[config.mk]
export PLATFORM = sky130hd
export DESIGN_NAME = fetch_unit_flat
export DESIGN_NICKNAME = d
export VERILOG_FILES = /design/src/rtl/fetch_unit_if.sv /design/src/rtl/fetch_unit.sv /design/src/flat_wrapper.sv
export SDC_FILE = /design/constraint.sdc
export NUM_CORES = 1
export LEC_CHECK = 0
export CORE_MARGIN = 2
export CORE_UTILIZATION = 58
export CTS_BUF_LIST = sky130_fd_sc_hd__clkbuf_8
export DETAILED_ROUTE_END_ITERATION = 10
export PLACE_DENSITY_LB_ADDON = 0.25
export SYNTH_ARGS = -nofsm -noshare
export SYNTH_HDL_FRONTEND = slang
export SYNTH_SLANG_ARGS = --single-unit
[constraint.sdc]
create_clock -name clk -period 10.6 [get_ports clk]
set_clock_uncertainty 0.1 [all_clocks]
set_input_delay 3.18 -clock clk [delete_from_list [all_inputs] [get_ports clk]]
set_output_delay 3.18 -clock clk [all_outputs]
set_load 0.02 [all_outputs]
[src/rtl/fetch_unit_if.sv]
// fetch_unit_if: instruction-memory request/response bus of the fetch stage.
//   imem_req_valid  - fetch unit presents a word request
//   imem_req_ready  - memory accepts the request this cycle
//   imem_req_addr   - word-aligned fetch address
//   imem_resp_valid - response word valid (in order, no back-pressure)
//   imem_resp_data  - returned instruction word
// master: fetch unit side; slave: instruction memory side.
interface fetch_unit_if;
    logic        imem_req_valid;
    logic        imem_req_ready;
    logic [31:0] imem_req_addr;
    logic        imem_resp_valid;
    logic [31:0] imem_resp_data;

    modport master (
        output imem_req_valid,
        output imem_req_addr,
        input  imem_req_ready,
        input  imem_resp_valid,
        input  imem_resp_data
    );

    modport slave (
        input  imem_req_valid,
        input  imem_req_addr,
        output imem_req_ready,
        output imem_resp_valid,
        output imem_resp_data
    );
endinterface

[src/rtl/fetch_unit.sv]
// fetch_unit: instruction fetch stage. Holds the fetch PC, issues in-order
// word requests, queues returned words (with their PCs) in a prefetch FIFO
// and presents one instruction per cycle to decode. Redirects flush the FIFO
// and discard responses still in flight.
//
// Ports:
//   clk, rst_n        - clock, asynchronous active-low reset
//   imem              - instruction memory bus (fetch_unit_if.master)
//   redirect_valid/pc - taken branch/jump target from EX (pc[1:0] ignored)
//   stall_d           - decode holds the current instruction
//   instr_valid       - instr/instr_pc valid for decode
//   instr             - instruction word, addi x0,x0,0 when not valid
//   instr_pc          - PC of instr (0 when not valid)
//   instr_pc_plus4    - instr_pc + 4, wrapping
//
// Optional feature: define FETCH_BYPASS_EN to forward a response straight to
// decode when the FIFO is empty (zero response-to-decode latency).
module fetch_unit #(
    parameter logic [31:0] RESET_PC = 32'h0000_0000,
    parameter int unsigned DEPTH    = 4
) (
    input  logic                clk,
    input  logic                rst_n,
    fetch_unit_if.master        imem,
    input  logic                redirect_valid,
    input  logic [31:0]         redirect_pc,
    input  logic                stall_d,
    output logic                instr_valid,
    output logic [31:0]         instr,
    output logic [31:0]         instr_pc,
    output logic [31:0]         instr_pc_plus4
);

    localparam int unsigned AW  = (DEPTH > 1) ? $clog2(DEPTH) : 1;
    localparam int unsigned CW  = AW + 1;
    localparam logic [31:0] NOP = 32'h0000_0013;

    logic [31:0]   word_q [DEPTH];
    logic [31:0]   pc_q   [DEPTH];
    logic [AW-1:0] wr_ptr_q, rd_ptr_q;
    logic [CW-1:0] count_q, inflight_q, drop_q;
    logic [31:0]   fetch_pc_q;
    logic [31:0]   resp_pc_q;   // PC of the next response that will be kept
    logic          run_q;       // holds off requests while in reset

    logic [CW:0]   occupancy;
    logic          req_valid, req_fire;
    logic          keep_resp, drop_resp;
    logic          fifo_empty, bypass;
    logic          push, pop;
    logic          out_valid;
    logic [31:0]   out_word, out_pc;
    logic [31:0]   target_pc;
    logic          unused_pc_bits;

    assign unused_pc_bits = ^redirect_pc[1:0];
    assign target_pc      = {redirect_pc[31:2], 2'b00};
    assign fifo_empty     = (count_q == '0);

    // Credits: queued words plus outstanding requests never exceed DEPTH,
    // so every accepted response always has a FIFO slot.
    assign occupancy = {1'b0, count_q} + {1'b0, inflight_q};
    assign req_valid = run_q && !redirect_valid && (occupancy < (CW+1)'(DEPTH));
    assign req_fire  = req_valid && imem.imem_req_ready;

    assign imem.imem_req_valid = req_valid;
    assign imem.imem_req_addr  = fetch_pc_q;

    assign keep_resp = imem.imem_resp_valid && !redirect_valid && (drop_q == '0);
    assign drop_resp = imem.imem_resp_valid && !redirect_valid && (drop_q != '0);

`ifdef FETCH_BYPASS_EN
    assign bypass   = keep_resp && fifo_empty;
    assign out_word = fifo_empty ? imem.imem_resp_data : word_q[rd_ptr_q];
    assign out_pc   = fifo_empty ? resp_pc_q : pc_q[rd_ptr_q];
`else
    assign bypass   = 1'b0;
    assign out_word = word_q[rd_ptr_q];
    assign out_pc   = pc_q[rd_ptr_q];
`endif

    assign out_valid = !redirect_valid && (!fifo_empty || bypass);
    assign pop       = !redirect_valid && !fifo_empty && !stall_d;
    // A bypassed word consumed by decode this cycle is never queued.
    assign push      = keep_resp && !(bypass && !stall_d);

    assign instr_valid    = out_valid;
    assign instr          = out_valid ? out_word : NOP;
    assign instr_pc       = out_valid ? out_pc : '0;
    assign instr_pc_plus4 = instr_pc + 32'd4;

    always_ff @(posedge clk or negedge rst_n) begin
        if (!rst_n) begin
            run_q      <= 1'b0;
            fetch_pc_q <= RESET_PC;
            resp_pc_q  <= RESET_PC;
            wr_ptr_q   <= '0;
            rd_ptr_q   <= '0;
            count_q    <= '0;
            inflight_q <= '0;
            drop_q     <= '0;
        end else begin
            run_q <= 1'b1;
            if (redirect_valid) begin
                // Everything still outstanding is stale; a response landing
                // this cycle is discarded directly and is not counted.
                fetch_pc_q <= target_pc;
                resp_pc_q  <= target_pc;
                wr_ptr_q   <= '0;
                rd_ptr_q   <= '0;
                count_q    <= '0;
                inflight_q <= inflight_q - CW'(imem.imem_resp_valid);
                drop_q     <= inflight_q - CW'(imem.imem_resp_valid);
            end else begin
                if (req_fire) fetch_pc_q <= fetch_pc_q + 32'd4;
                if (keep_resp) resp_pc_q <= resp_pc_q + 32'd4;
                if (drop_resp) drop_q <= drop_q - CW'(1);
                if (push) wr_ptr_q <= wr_ptr_q + AW'(1);
                if (pop)  rd_ptr_q <= rd_ptr_q + AW'(1);
                count_q    <= count_q + CW'(push) - CW'(pop);
                inflight_q <= inflight_q + CW'(req_fire) - CW'(imem.imem_resp_valid);
            end
        end
    end

    always_ff @(posedge clk) begin
        if (push) begin
            word_q[wr_ptr_q] <= imem.imem_resp_data;
            pc_q[wr_ptr_q]   <= resp_pc_q;
        end
    end

endmodule

[src/flat_wrapper.sv]
// flat-port wrapper written by rule: the top's interface ports become plain ports
module fetch_unit_flat 
#(
    parameter logic [31:0] RESET_PC = 32'h0000_0000,
    parameter int unsigned DEPTH    = 4
)
  (clk, rst_n, redirect_valid, redirect_pc, stall_d, instr_valid, instr, instr_pc, instr_pc_plus4, imem_imem_req_valid, imem_imem_req_addr, imem_imem_req_ready, imem_imem_resp_valid, imem_imem_resp_data);
  fetch_unit_if imem_i ();
  input  logic clk;
  input  logic rst_n;
  input  logic redirect_valid;
  input  logic [31:0] redirect_pc;
  input  logic stall_d;
  output logic instr_valid;
  output logic [31:0] instr;
  output logic [31:0] instr_pc;
  output logic [31:0] instr_pc_plus4;
  output wire logic [$bits(imem_i.imem_req_valid)-1:0] imem_imem_req_valid;
  output wire logic [$bits(imem_i.imem_req_addr)-1:0] imem_imem_req_addr;
  input wire logic [$bits(imem_i.imem_req_ready)-1:0] imem_imem_req_ready;
  input wire logic [$bits(imem_i.imem_resp_valid)-1:0] imem_imem_resp_valid;
  input wire logic [$bits(imem_i.imem_resp_data)-1:0] imem_imem_resp_data;
  assign imem_imem_req_valid = imem_i.imem_req_valid;
  assign imem_imem_req_addr = imem_i.imem_req_addr;
  assign imem_i.imem_req_ready = imem_imem_req_ready;
  assign imem_i.imem_resp_valid = imem_imem_resp_valid;
  assign imem_i.imem_resp_data = imem_imem_resp_data;
  fetch_unit #(.RESET_PC(RESET_PC), .DEPTH(DEPTH)) u_core (.clk(clk), .rst_n(rst_n), .imem(imem_i), .redirect_valid(redirect_valid), .redirect_pc(redirect_pc), .stall_d(stall_d), .instr_valid(instr_valid), .instr(instr), .instr_pc(instr_pc), .instr_pc_plus4(instr_pc_plus4));
endmodule
# ---- Word level (Yosys, flattened, before mapping)
# Memory sizes are Yosys's and may differ from the RTL's.
# Index checks and enable logic that the tools add are counted.
dict set report word_totals {
  ff_bits 78
  ramBits 256
  in_bits 70
  output_inout_bits 130
  elab_cells 57
  mem_count 2
}
dict set report op_classes {
  add_sub_neg 12
  n_lt_le_gt_ge 1
  mux 16
  reduce_logical 18
}
# name depth word_bits read_ports rd_clocked_by_memory_dff write_ports line
set mem_list {}
lappend mem_list {u_core.pc_q 4 32 1 0 1 fetch_unit.sv:39} ;# logic [31:0] pc_q [DEPTH];
lappend mem_list {u_core.word_q 4 32 1 0 1 fetch_unit.sv:38} ;# logic [31:0] word_q [DEPTH];
# cell count
set ops {}
lappend ops {{32-bit two-way mux} 6}
lappend ops {{32-bit by 3-bit adder with 32-bit output, second input constant} 3}
lappend ops {{3-bit two-way mux} 4}
lappend ops {{3-bit by 1-bit subtractor with 3-bit output} 3}
lappend ops {{1-bit logical AND} 8}
lappend ops {{2-bit two-way mux} 4}
lappend ops {{2-bit nonzero test} 4}
lappend ops {{3-bit by 1-bit adder with 3-bit output} 2}
lappend ops {{3-bit zero test} 2}
lappend ops {{2-bit by 1-bit adder with 2-bit output, second input constant} 2}
lappend ops {{3-bit by 3-bit adder with 4-bit output} 1}
lappend ops {{4-bit by 3-bit less-than comparator with 1-bit output, second input constant} 1}
lappend ops {{1-bit zero test} 3}
lappend ops {{3-bit nonzero test} 1}
lappend ops {{3-bit by 1-bit subtractor with 3-bit output, second input constant} 1}
lappend ops {{1-bit two-way mux} 2}

# ---- Depth between registers and ports, before layout
dict set report depth {
  word_depth 7
  depth_mapped 13
  depth_no_buf 11
}

# ---- Least setup slack after synthesis
# Ideal clock, no wire load.
dict set report synth_path {
  path_kind {input -> output}
  start {input port redirect_valid}
  end {output port instr_pc_plus4[24]}
  t_arrival_ns 5.662
  required_ns 7.320
  setup_slack_ns 1.658
  cell_stages 10
  n_path_buf 3
  path_cell_list {inv_1 > clkbuf_1 > clkbuf_1 > clkbuf_1 > and3_1 > ha_1 > nand4_1 > nor4_2 > nand4_1 > xnor2_1}
}
dict set report synth_via {
  elab_chain_len 4
}
# item line
set synth_lines {}
lappend synth_lines {{start: declaration} flat_wrapper.sv:11} ;# input logic redirect_valid;
lappend synth_lines {{1-bit zero test} fetch_unit.sv:82} ;# assign out_valid = !redirect_valid && (!fifo_empty || bypass);
lappend synth_lines {{1-bit logical AND} fetch_unit.sv:82}
lappend synth_lines {{32-bit two-way mux} fetch_unit.sv:89} ;# assign instr_pc = out_valid ? out_pc : '0;
lappend synth_lines {{named net instr_pc[2]} flat_wrapper.sv:16} ;# output logic [31:0] instr_pc;
lappend synth_lines {{32-bit by 3-bit adder with 32-bit output} fetch_unit.sv:90} ;# assign instr_pc_plus4 = instr_pc + 32'd4;
lappend synth_lines {{end: declaration} flat_wrapper.sv:17} ;# output logic [31:0] instr_pc_plus4;
# The timed path passes the listed nets, and every way through them passes these cells.

# ---- Worst setup path after layout
dict set report layout_path {
  start {input port redirect_valid}
  end {output port instr_pc_plus4[20]}
}
dict set report layout_via {
  elab_chain_len 4
}
# item line
set layout_lines {}
lappend layout_lines {{1-bit zero test} fetch_unit.sv:82}
lappend layout_lines {{1-bit logical AND} fetch_unit.sv:82}
lappend layout_lines {{32-bit two-way mux} fetch_unit.sv:89}
lappend layout_lines {{32-bit by 3-bit adder with 32-bit output} fetch_unit.sv:90}
# Every way passes these cells.

==> flow_metrics.env <==
export IMPL_hpwl_um=20600
export IMPL_utilization_pct=71.9
export IMPL_cts_max_level=2
export IMPL_area_growth_pct=21.5
export IMPL_grt_pass1_vias=9208
export IMPL_required_ps=7320
export IMPL_finalHoldViolations=0
export IMPL_setup_viol=0
export IMPL_gp_congestion=0.867
export IMPL_tns_ps=0
export IMPL_synth_edf_count=248
export IMPL_cts_resized=0
export IMPL_start_util_pct=59.2
export IMPL_end_kind="output port"
export IMPL_synth_largest_area_cell="edfxtp_1"
export IMPL_grt_antenna_before_repair=0
export IMPL_slew_headroom_pct=26.7
export IMPL_hold_buffers=0
export IMPL_vdd_drop_max_uv=130
export IMPL_switching_share_pct=31.1
export IMPL_grt_use_total_pct=24.3
export IMPL_root_buffer="clkbuf_8"
export IMPL_max_stage_delay_ps=620
export IMPL_outcome="completed"
export IMPL_netlist_instances=992
export IMPL_fmax_ghz=0.109
export IMPL_pwr_share_comb_pct=27.7
export IMPL_path_clk_slew_ps=60
export IMPL_grt_pass1_wl_um=49700
export IMPL_min_period_over_period_pct=86.9
export IMPL_maxCapViolations=0
export IMPL_cts_tree="done"
export IMPL_synthTopCellsByArea="edfxtp_1 52%, dfrtp_1 13%, mux4_2 8.7%"
export IMPL_drt_iter0_drc=766
export IMPL_avgSynthCellArea_um2=14.6
export IMPL_hold_class="flop to flop"
export IMPL_min_period_ps=9210
export IMPL_cp_data_arrival_time_ps=5930
export IMPL_ys_warn_count=0
export IMPL_drt_pass1_iterations=6
export IMPL_die_area_um2=26200
export IMPL_cp_cell_sequence="buf_2 > inv_2 > and3_1 > ha_1 > nand4_1 > nor3_2 > nand4_1 > xnor2_1 > clkdlybuf4s50_1"
export IMPL_power_density_nw_per_um2=201
export IMPL_critPathKind="input port to output port"
export IMPL_internal_power_w=0.00243
export IMPL_pwr_share_seq_pct=44.7
export IMPL_vias=9319
export IMPL_die_h_um=162
export IMPL_clock_sinks=322
export IMPL_synth_top_area_share_pct=51.6
export IMPL_tightest_slew_ps=1100
export IMPL_wl_per_cell_um=20.1
export IMPL_coreArea_um2=24400
export IMPL_syn_area_um2=14400
export IMPL_ys_seq_area_share_pct=64.4
export IMPL_hold_slack_ps=432
export IMPL_cp_common_cell="nand4_1"
export IMPL_drc_errors=0
export IMPL_postRouteAntennaNets=0
export IMPL_ios=200
export IMPL_grt_start_max_net_pins=75
export IMPL_synth_seq_cells=322
export IMPL_switchingPower_w=0.00110
export IMPL_finalMaxSlewViolations=0
export IMPL_postCtsSetupRepairBufs=0
export IMPL_antenna_cells=0
export IMPL_cts_buffer_depth=3
export IMPL_ys_async_sr_fraction_pct=23.0
export IMPL_fill_cells=1620
export IMPL_critical_path_peak_fanout=24
export IMPL_drive_gt1_share_pct=13.0
export IMPL_grt_ovfl_total=0
export IMPL_clk_latency_ps=580
export IMPL_final_nets=1286
export IMPL_p_clk_share_pct=27.6
export IMPL_die_x_um=162
export IMPL_synth_cell_types=55
export IMPL_cts_made_buffers=50
export IMPL_vias_per_cell=5.97
export IMPL_rsz0062_at_grt="no"
export IMPL_synthFlopType="edfxtp_1"
export IMPL_port_buffers=191
export IMPL_wl_um=31400
export IMPL_row_count=57
export IMPL_cp_slowest_cell="clkdlybuf4s50_1"
export IMPL_p_leak_nw=6.24
export IMPL_worstSetupStartpointType="input port"
==> cell usage after synthesis (3+ instances only) <==
cell        n
mux4_2     56
nand2b_1    4
xnor2_1    41
and2_1     11
inv_1      41
o211ai_1   10
clkbuf_1   37
o21ai_0    53
mux4_1      6
a21oi_1     8
nand4_1    32
xor2_1     22
buf_4       9
dfrtp_1    74
o311ai_0   17
and4_1      6
or3_1       5
nor2_1     33
nand3_1    43
nand2_1    73
nor3_1     11
a31oi_1    13
ha_1       17
nand3b_1    3
nor4_1     12
and3_1     59
nor4_2      4
buf_2       6
edfxtp_1  248
mux2_2      3
==> critical path, delay by kind of cell <==
| family | cells | cell delay (ps) |
|---|---|---|
| adders and majority gates | 1 | 220 |
| and+or+nand+nor | 4 | 1200 |
| xor gates and xnor gates | 1 | 180 |
| buffers and inverters | 3 | 1120 |
==> area by class of cell <==
cell class	count	area (um2)	share of cell area (%)
Clock inverter	38	215	1.23
Multi-Input combinational cell	575	4710	26.9
Sequential cell	322	9300	53.1
Tap cell	324	405	2.31
Timing Repair Buffer	205	2010	11.4
Clock buffer	53	729	4.16
Inverter	43	161	0.921
==> registers in the layout, indices dropped and copies added (netlist names) <==
name and flops:
u_core.run_q 1, u_core.rd_ptr_q 2, u_core.word_q 128, u_core.drop_q 3, u_core.resp_pc_q 30, u_core.wr_ptr_q 2, u_core.count_q 3, u_core.inflight_q 3
u_core.imem.imem_req_addr 30, u_core.pc_q 120
==> metrics by stage <==
stage / power, W / instances / setup WS, ps / cell area, um2
final: 0.00353 / 1560 / 1390 / 17500
after global routing: 0.00370 / 1560 / 1170 / 17500
after CTS: 0.00356 / 1560 / 1390 / 17500
after detailed placement: 0.00259 / 1469 / 1400 / 16600
after global placement: 0.00257 / 1469 / 1410 / 16600
after floorplan: 0.00221 / 997 / 1660 / 14500
==> path summary, 6_finish.rpt <==
path,from,to,slack [ps],cells after the start
setup / recovery,redirect_valid,instr_pc_plus4[20],1390,9
hold / removal,u_core.inflight_q[2],u_core.inflight_q[2],430,1
setup reg to reg,u_core.count_q[1],u_core.count_q[2],7290,11
hold reg to reg,u_core.inflight_q[2],u_core.inflight_q[2],430,1
max in group asynchronous,rst_n,u_core.rd_ptr_q[0],6900,2
min in group asynchronous,rst_n,u_core.imem.imem_req_addr[13],2710,2
==> cells in the final DEF, fill, tap and decap left out, types with 4 or more instances in the layout <==
master,synthesis,layout
buf_4,9,14
clkdlybuf4s50_1,0,189
o21ai_0,53,53
clkinv_1,0,7
xnor2_1,41,41
and2_1,11,7
edfxtp_1,248,248
nor3_1,11,11
o211ai_1,10,10
and4_1,6,6
conb_1,2,7
a31oi_1,13,13
dfrtp_1,74,72
inv_1,41,62
nor4_2,4,4
nor2_1,33,33
mux4_1,6,6
or3_1,5,4
and2_2,0,4
xor2_1,22,22
mux4_2,56,56
and3_1,59,59
clkbuf_8,0,53
nand3_1,43,43
nand4_1,32,32
nor4_1,12,12
nand2_1,73,73
ha_1,17,17
o311ai_0,17,17
nand2b_1,4,4
a21oi_1,8,8
==> per-layer routing <==
metal,up-vias,track usage (%),routed length [um]
li1,4228,-,-
met1,4617,36.3,13700
met2,435,37.7,14600
met3,39,4.32,2580
met4,0,6.52,500
met5,-,0,0
==> power by group through the flow <==
stage	combinational, W	sequential, W	clock [W]
final	0.000979	0.00158	0.000974
after detailed placement	0.000980	0.00161	0
after floorplan	0.000660	0.00155	0
after global placement	0.000966	0.00160	0
after CTS	0.000984	0.00158	0.000996
after global routing	0.00105	0.00160	0.00105
==> cells by family after synthesis <==
family | count (synthesis) | synth area share, %
XOR/XNOR | 63 | 3.82
AO/OA/AOI/OAI | 107 | 4.59
other | 2 | 0.0520
flip-flops | 322 | 64.4
buffers and inverters | 100 | 3.13
adder cells (fa/ha/maj) | 19 | 1.75
multiplexers | 66 | 10.1
AND/OR/NAND/NOR | 313 | 12.1
No activity file was read; power rests on OpenSTA's default activity.
